[src/rtl/uart_tx.sv]
`default_nettype none
// ============================================================================
// Module   : uart_tx
// Purpose  : UART transmitter, one 8-O-1 frame per Send/Sent handshake.
//            Frame = start(0), 8 data bits LSB first, odd parity, stop(1).
//            Sout, Sent and Busy all come straight from flops.
// Revision : 1.0  initial release
// ----------------------------------------------------------------------------
// Ports
//   clk   in   1  system clock, rising edge
//   rst   in   1  synchronous active-high reset
//   Send  in   1  transmit request (level, four-phase handshake)
//   Din   in   8  byte to send, captured when a frame starts
//   Sout  out  1  serial line, idles high
//   Sent  out  1  frame-complete acknowledge (level, held in ACK)
//   Busy  out  1  high in every state except IDLE
// Build option
//   UART_TX_STOP2_EN  defined: two stop bits (STOP lasts 2*BIT_CYCLES)
// ============================================================================
module uart_tx #(
  parameter int CLK_FREQUENCY = 100_000_000,
  parameter int BAUD_RATE     = 19_200
) (
  input  logic       clk,
  input  logic       rst,
  input  logic       Send,
  input  logic [7:0] Din,
  output logic       Sout,
  output logic       Sent,
  output logic       Busy
);

  localparam int          BIT_CYCLES = CLK_FREQUENCY / BAUD_RATE;
  localparam logic [12:0] c_BIT_LAST = 13'(BIT_CYCLES - 1);

`ifdef UART_TX_STOP2_EN
  // The stop phase ends after the bit whose index LSB equals this value.
  localparam logic c_STOP_LAST = 1'b1;
`else
  localparam logic c_STOP_LAST = 1'b0;
`endif

  typedef enum logic [2:0] {
    S_IDLE   = 3'd0,
    S_START  = 3'd1,
    S_DATA   = 3'd2,
    S_PARITY = 3'd3,
    S_STOP   = 3'd4,
    S_ACK    = 3'd5
  } state_t;

  state_t      r_state;
  state_t      w_state_nxt;
  logic [12:0] r_baud_cnt;
  logic [12:0] w_baud_nxt;
  logic [2:0]  r_bit_idx;
  logic [2:0]  w_idx_nxt;
  logic [7:0]  r_shreg;
  logic [7:0]  w_shreg_nxt;
  logic        r_par;
  logic        w_par_nxt;
  logic        r_sout;
  logic        w_sout_nxt;
  logic        r_sent;
  logic        w_sent_nxt;
  logic        r_busy;
  logic        w_busy_nxt;
  logic        w_bit_done;

  assign w_bit_done = (r_baud_cnt == c_BIT_LAST);

  // --------------------------------------------------------------------------
  // State register and all datapath/output flops
  // --------------------------------------------------------------------------
  always_ff @(posedge clk) begin
    if (rst) begin
      r_state    <= S_IDLE;
      r_baud_cnt <= 13'd0;
      r_bit_idx  <= 3'd0;
      r_shreg    <= 8'd0;
      r_par      <= 1'b0;
      r_sout     <= 1'b1;
      r_sent     <= 1'b0;
      r_busy     <= 1'b0;
    end else begin
      r_state    <= w_state_nxt;
      r_baud_cnt <= w_baud_nxt;
      r_bit_idx  <= w_idx_nxt;
      r_shreg    <= w_shreg_nxt;
      r_par      <= w_par_nxt;
      r_sout     <= w_sout_nxt;
      r_sent     <= w_sent_nxt;
      r_busy     <= w_busy_nxt;
    end
  end

  // --------------------------------------------------------------------------
  // Next-state, datapath and output decode
  // --------------------------------------------------------------------------
  always_comb begin
    w_state_nxt = r_state;
    w_shreg_nxt = r_shreg;
    w_par_nxt   = r_par;
    w_idx_nxt   = r_bit_idx;

    case (r_state)
      S_IDLE: begin
        if (Send) begin
          w_state_nxt = S_START;
          w_shreg_nxt = Din;
          w_par_nxt   = ~^Din;
        end
      end
      S_START: begin
        if (w_bit_done) begin
          w_state_nxt = S_DATA;
          w_idx_nxt   = 3'd0;
        end
      end
      S_DATA: begin
        if (w_bit_done) begin
          w_shreg_nxt = r_shreg >> 1;
          if (r_bit_idx == 3'd7) begin
            w_state_nxt = S_PARITY;
          end else begin
            w_idx_nxt = r_bit_idx + 3'd1;
          end
        end
      end
      S_PARITY: begin
        if (w_bit_done) begin
          w_state_nxt = S_STOP;
          w_idx_nxt   = 3'd0;
        end
      end
      S_STOP: begin
        // Bit index is reused to count stop bits in the two-stop build.
        if (w_bit_done) begin
          if (r_bit_idx[0] == c_STOP_LAST) begin
            w_state_nxt = S_ACK;
          end else begin
            w_idx_nxt = r_bit_idx + 3'd1;
          end
        end
      end
      S_ACK: begin
        if (!Send) begin
          w_state_nxt = S_IDLE;
        end
      end
      default: begin
        w_state_nxt = S_IDLE;
      end
    endcase

    // Counter restarts on any state entry and at every bit boundary; it is
    // parked at zero in the states that have no bit timing.
    if ((w_state_nxt != r_state) || w_bit_done ||
        (r_state == S_IDLE) || (r_state == S_ACK)) begin
      w_baud_nxt = 13'd0;
    end else begin
      w_baud_nxt = r_baud_cnt + 13'd1;
    end

    // Outputs are decoded from the next state so the flops present the new
    // line level on the same edge that the state changes.
    case (w_state_nxt)
      S_START:  w_sout_nxt = 1'b0;
      S_DATA:   w_sout_nxt = w_shreg_nxt[0];
      S_PARITY: w_sout_nxt = w_par_nxt;
      default:  w_sout_nxt = 1'b1;
    endcase
    w_sent_nxt = (w_state_nxt == S_ACK);
    w_busy_nxt = (w_state_nxt != S_IDLE);
  end

  assign Sout = r_sout;
  assign Sent = r_sent;
  assign Busy = r_busy;

endmodule
`default_nettype wire

[config.mk]
export PLATFORM = sky130hd
export DESIGN_NAME = uart_tx
export DESIGN_NICKNAME = d
export VERILOG_FILES = /design/src/rtl/uart_tx.sv
export SDC_FILE = /design/constraint.sdc
export NUM_CORES = 1
export LEC_CHECK = 0
export ABC_CLOCK_PERIOD_IN_PS = 4840
export CORE_UTILIZATION = 61
export CTS_CLUSTER_DIAMETER = 80
export DETAILED_ROUTE_END_ITERATION = 10
export GPL_ROUTABILITY_DRIVEN = 0
export PLACE_DENSITY = 0.93
export SYNTH_ARGS = -nofsm -noshare
export SYNTH_HDL_FRONTEND = slang
export SYNTH_SLANG_ARGS = --single-unit
[constraint.sdc]
create_clock -name clk -period 4.84 [get_ports clk]
set_input_delay 0.484 -clock clk [delete_from_list [all_inputs] [get_ports clk]]
set_output_delay 0.484 -clock clk [all_outputs]
set_load 0.02 [all_outputs]
==> summary.md <==
| Metric | Value |
|---|---|
| Worst setup path endpoint | r_shreg[4]$_SDFFE_PP0P_ |
| Cell Int Power | 358 uW |
| Total of buffers placed on input and output ports | 13 |
| Startpoint of the most critical setup path | r_baud_cnt[0]$_SDFF_PP0_ |
| Utilization after layout | 0.721 |
| Power Dens Cells | 267 nW/um^2 |
| Number of enable flip-flop cells after synthesis | 0 |
| CTS Root Buffer Type | sky130_fd_sc_hd__clkbuf_4 |
| Proportion of layout cells with a drive suffix above 1 | 0.132 |
| Critical-path top delay cell | sky130_fd_sc_hd__and3_1 |
| Max incr delay on CP | 0.47 ns |
| Number of clock sinks | 31 |
| Vertical extent of the die | 53.8 um |
| Initial antenna violation count | 0 |
| Most common cell after layout, fill and taps aside | sky130_fd_sc_hd__dfxtp_1 |
| Worst Path Required | 5.09 ns |
| Number of setup buffers added after CTS | 0 |
| Pwr Total | 481 uW |
| Cell area after placement | 1750 um^2 |
| Net switching power | 123 uW |
| Highest fanout seen on the critical path | 7 |
| Total inserted antenna cells | 0 |
| DRC viols | 0 |
| Unrepaired setup endpoints after global routing | no |
| Core Footprint | 2500 um^2 |
| Via count | 1284 |
| Worst reg2reg path endpoint | r_shreg[4]$_SDFFE_PP0P_ |
| Reg2Reg Setup Slack | 2.73 ns |
| Type of the most critical hold path | flip-flop to flip-flop |
| CTS tree | built |
| Clock latency at the later pin of the worst-skew pair | 0.33 ns |
| Number of global-route vias before repair | 1160 |
| Highest metal used | met4 |
| Post-layout net count | 204 |
| Number of inserted filler cells in the final layout | 192 |
| Logic pwr share | 0.122 |
| Clock-pin slew on the worst setup and hold paths | 0.10 ns |
| Synthesized cell area | 1640 um^2 |
| Number of resized instances in the post-cts repair step | 0 |
| Cell area after layout | 1800 um^2 |
| Arrival @ worst endpoint | 2.37 ns |
| H-tree Lvls | 2 |
| Net count after synthesis | 192 |
| Number of max-slew violations in the final report | 0 |
| Wl on met1 | 1480 um |
| CP Launch Type | flip-flop |
| Worst-case reg-to-reg path depth | 6 |
| Number of buffers inserted during clock tree synthesis | 5 |
| Number of max-cap violations | 0 |
| Maximum number of pins on one net before global-route repair | 19 |
| Post-route fraction of the period consumed by the critical path | 0.436 |
| Proportion of synthesized flip-flops having asynchronous set or reset | 0 |
| Die Wd | 53.8 um |
| Post-synthesis instance total | 177 |
| Post-detailed-route wirelength per cell | 14.8 um |
| Distinct cell type count after synthesis | 49 |
| Element type at the critical path end | flip-flop |
| Most prevalent standard cell on the critical path | sky130_fd_sc_hd__and3_1 |
| Met3 layer wire length in the routed design | 113 um |
| Detailed Route WL | 3240 um |
| Min-delay src | r_bit_idx[2]$_SDFFE_PP0P_ |
| Number of endpoints with negative hold slack in the final report | 0 |
| Switching part of the total power | 0.256 |
| Top FF cell, synth | sky130_fd_sc_hd__dfxtp_1 |
| Type of the setup path with the least slack | flip-flop to flip-flop |
| Overall Global Routing Usage | 0.255 |
| Area grow syn2layout | 10.2% |
| Post-DRT Antenna Nets | 0 |
| Tightest Pin Transition | 0.754 ns |
| Register bit count reported by yosys | 31 |
| Floorplan die area | 2890 um^2 |
| First-pass iteration count of the detailed router | 4 |
| Slew headroom | 0.496 |
| Largest buffer count on any clock path | 2 |
| Clock power share | 0.322 |
| Total gr overflow | 0 |
| Initial core utilization | 0.655 |
| Final worst clock skew | 0.00802 ns |
| Number of hold buffers added after CTS | 0 |
| Sum of negative setup slack | 0 ns |
| Sequential share of the synthesized area | 0.379 |
| Maximum clock frequency | 474 MHz |
| Mean cell area of the mapped netlist | 9.25 um^2 |
| Routed length on met2 | 1580 um |
| Seq pwr share | 0.556 |
| Via/cell ratio | 5.86 |
| Most frequent cells in the layout | 31 x sky130_fd_sc_hd__dfxtp_1, 22 x sky130_fd_sc_hd__nor2_1, 15 x sky130_fd_sc_hd__nand2_1 |
| Critical-path cell list | ha_1, and4bb_1, and3_1, and3_1, a22oi_2, a21oi_2 |
| Wire length of the first global-routing pass | 5140 um |
| Total half-perimeter wirelength after legalization and detailed placement | 2340 um |
| Run status | complete, no violations |
| IO Count | 14 |
| Count of synthesis-stage warnings from yosys | 0 |
| Min Tclk post-route | 2.11 ns |
| Maximum VDD drop | 255 uV |
| Final setup violation count | 0 |
| DRC marker count from the first detailed-route iteration | 58 |
| Startpoint of the worst-slack reg-to-reg timing path | r_baud_cnt[0]$_SDFF_PP0_ |
| # rows | 18 |
| Worst hold slack across all endpoints | 0.464 ns |
| Leakage power of the design | 0.000640 uW |
==> cell usage after synthesis, types with 2 or more instances <==
cell type                  instances  area (um^2)
sky130_fd_sc_hd__dfxtp_1          31          621
sky130_fd_sc_hd__nor2_1           22         82.6
sky130_fd_sc_hd__nand2_1          15         56.3
sky130_fd_sc_hd__xnor2_1          13          114
sky130_fd_sc_hd__and3_1            7         43.8
sky130_fd_sc_hd__a21oi_2           6         52.6
sky130_fd_sc_hd__a22oi_2           6         75.1
sky130_fd_sc_hd__xor2_1            6         52.6
sky130_fd_sc_hd__a21oi_1           5         25.0
sky130_fd_sc_hd__inv_1             5         18.8
sky130_fd_sc_hd__ha_1              4         50.1
sky130_fd_sc_hd__a31oi_1           3         18.8
sky130_fd_sc_hd__buf_6             3         33.8
sky130_fd_sc_hd__clkbuf_1          3         11.3
sky130_fd_sc_hd__nand3_1           3         15.0
sky130_fd_sc_hd__nand4_1           3         18.8
sky130_fd_sc_hd__nor2b_1           3         18.8
sky130_fd_sc_hd__a22oi_1           2         15.0
sky130_fd_sc_hd__and2_1            2         12.5
sky130_fd_sc_hd__mux2i_1           2         20.0
sky130_fd_sc_hd__nor2_2            2         12.5
sky130_fd_sc_hd__nor3_1            2         10.0
sky130_fd_sc_hd__nor3b_1           2         15.0
sky130_fd_sc_hd__or2_1             2         12.5
==> worst min-delay path by stage <==
stage	slack (ns)	end	cells after the start
5_1_grt	0.50	r_shreg[3]$_SDFFE_PP0P_	2
3_5_place_dp	0.45	r_shreg[1]$_SDFFE_PP0P_	2
2_1_floorplan	0.43	r_baud_cnt[0]$_SDFF_PP0_	1
6_report	0.46	r_bit_idx[2]$_SDFFE_PP0P_	2
3_3_place_gp	0.44	r_baud_cnt[0]$_SDFF_PP0_	1
4_1_cts	0.46	r_shreg[1]$_SDFFE_PP0P_	2
==> flip-flops by register name (all words and copies together) (netlist names) <==
register / cells
r_state: 3
r_shreg: 8
Sout: 1
Busy: 1
r_bit_idx: 3
r_baud_cnt: 13
Sent: 1
r_par: 1
==> critical path: cells and delay by family, from the launching register on <==
| kind | cells | cell delay (ns) |
|---|---|---|
| adder cells (fa/ha/maj) | 1 | 0.25 |
| AO/OA/AOI/OAI | 2 | 0.28 |
| flip-flops | 1 | 0.38 |
| AND/OR/NAND/NOR | 3 | 1.13 |
==> cell families after synthesis <==
kind of cell             synth area share
buffers and inverters              0.0489
flip-flops                          0.379
adder cells (fa/ha/maj)            0.0306
AO/OA/AOI/OAI                       0.196
multiplexers                       0.0122
AND/OR/NAND/NOR                     0.232
XOR/XNOR                            0.102
==> final cells by class <==
class | count | area [um^2] | area share
clock buffers | 6 | 51.3 | 0.0285
clock inverters | 1 | 5.00 | 0.00278
inverters | 6 | 22.5 | 0.0125
multi-input cells | 132 | 936 | 0.519
flip-flops and latches | 31 | 621 | 0.344
well taps | 30 | 37.5 | 0.0208
repair buffers | 13 | 130 | 0.0722
==> power by group through the flow <==
stage | registers [uW] | clock network (uW) | logic, uW
floorplan | 274 | 0 | 38.7
global placement | 273 | 0 | 54.3
detailed placement | 273 | 0 | 58.2
CTS | 267 | 158 | 58.6
global route | 269 | 169 | 62.7
finish | 267 | 155 | 58.5
==> per-stage QoR <==
stage,instances,worst slack [ns]
floorplan,177,3.04
global placement,212,2.72
CTS,219,2.73
finish,219,2.73
global route,219,2.56
detailed placement,212,2.65
==> metal layers <==
metal  global-route usage  up-vias
met5                    0        -
met4                0.140        0
met3               0.0678       10
met2                0.393       33
met1                0.320      592
li1                     -      649
(Power assumes the default switching activity.)
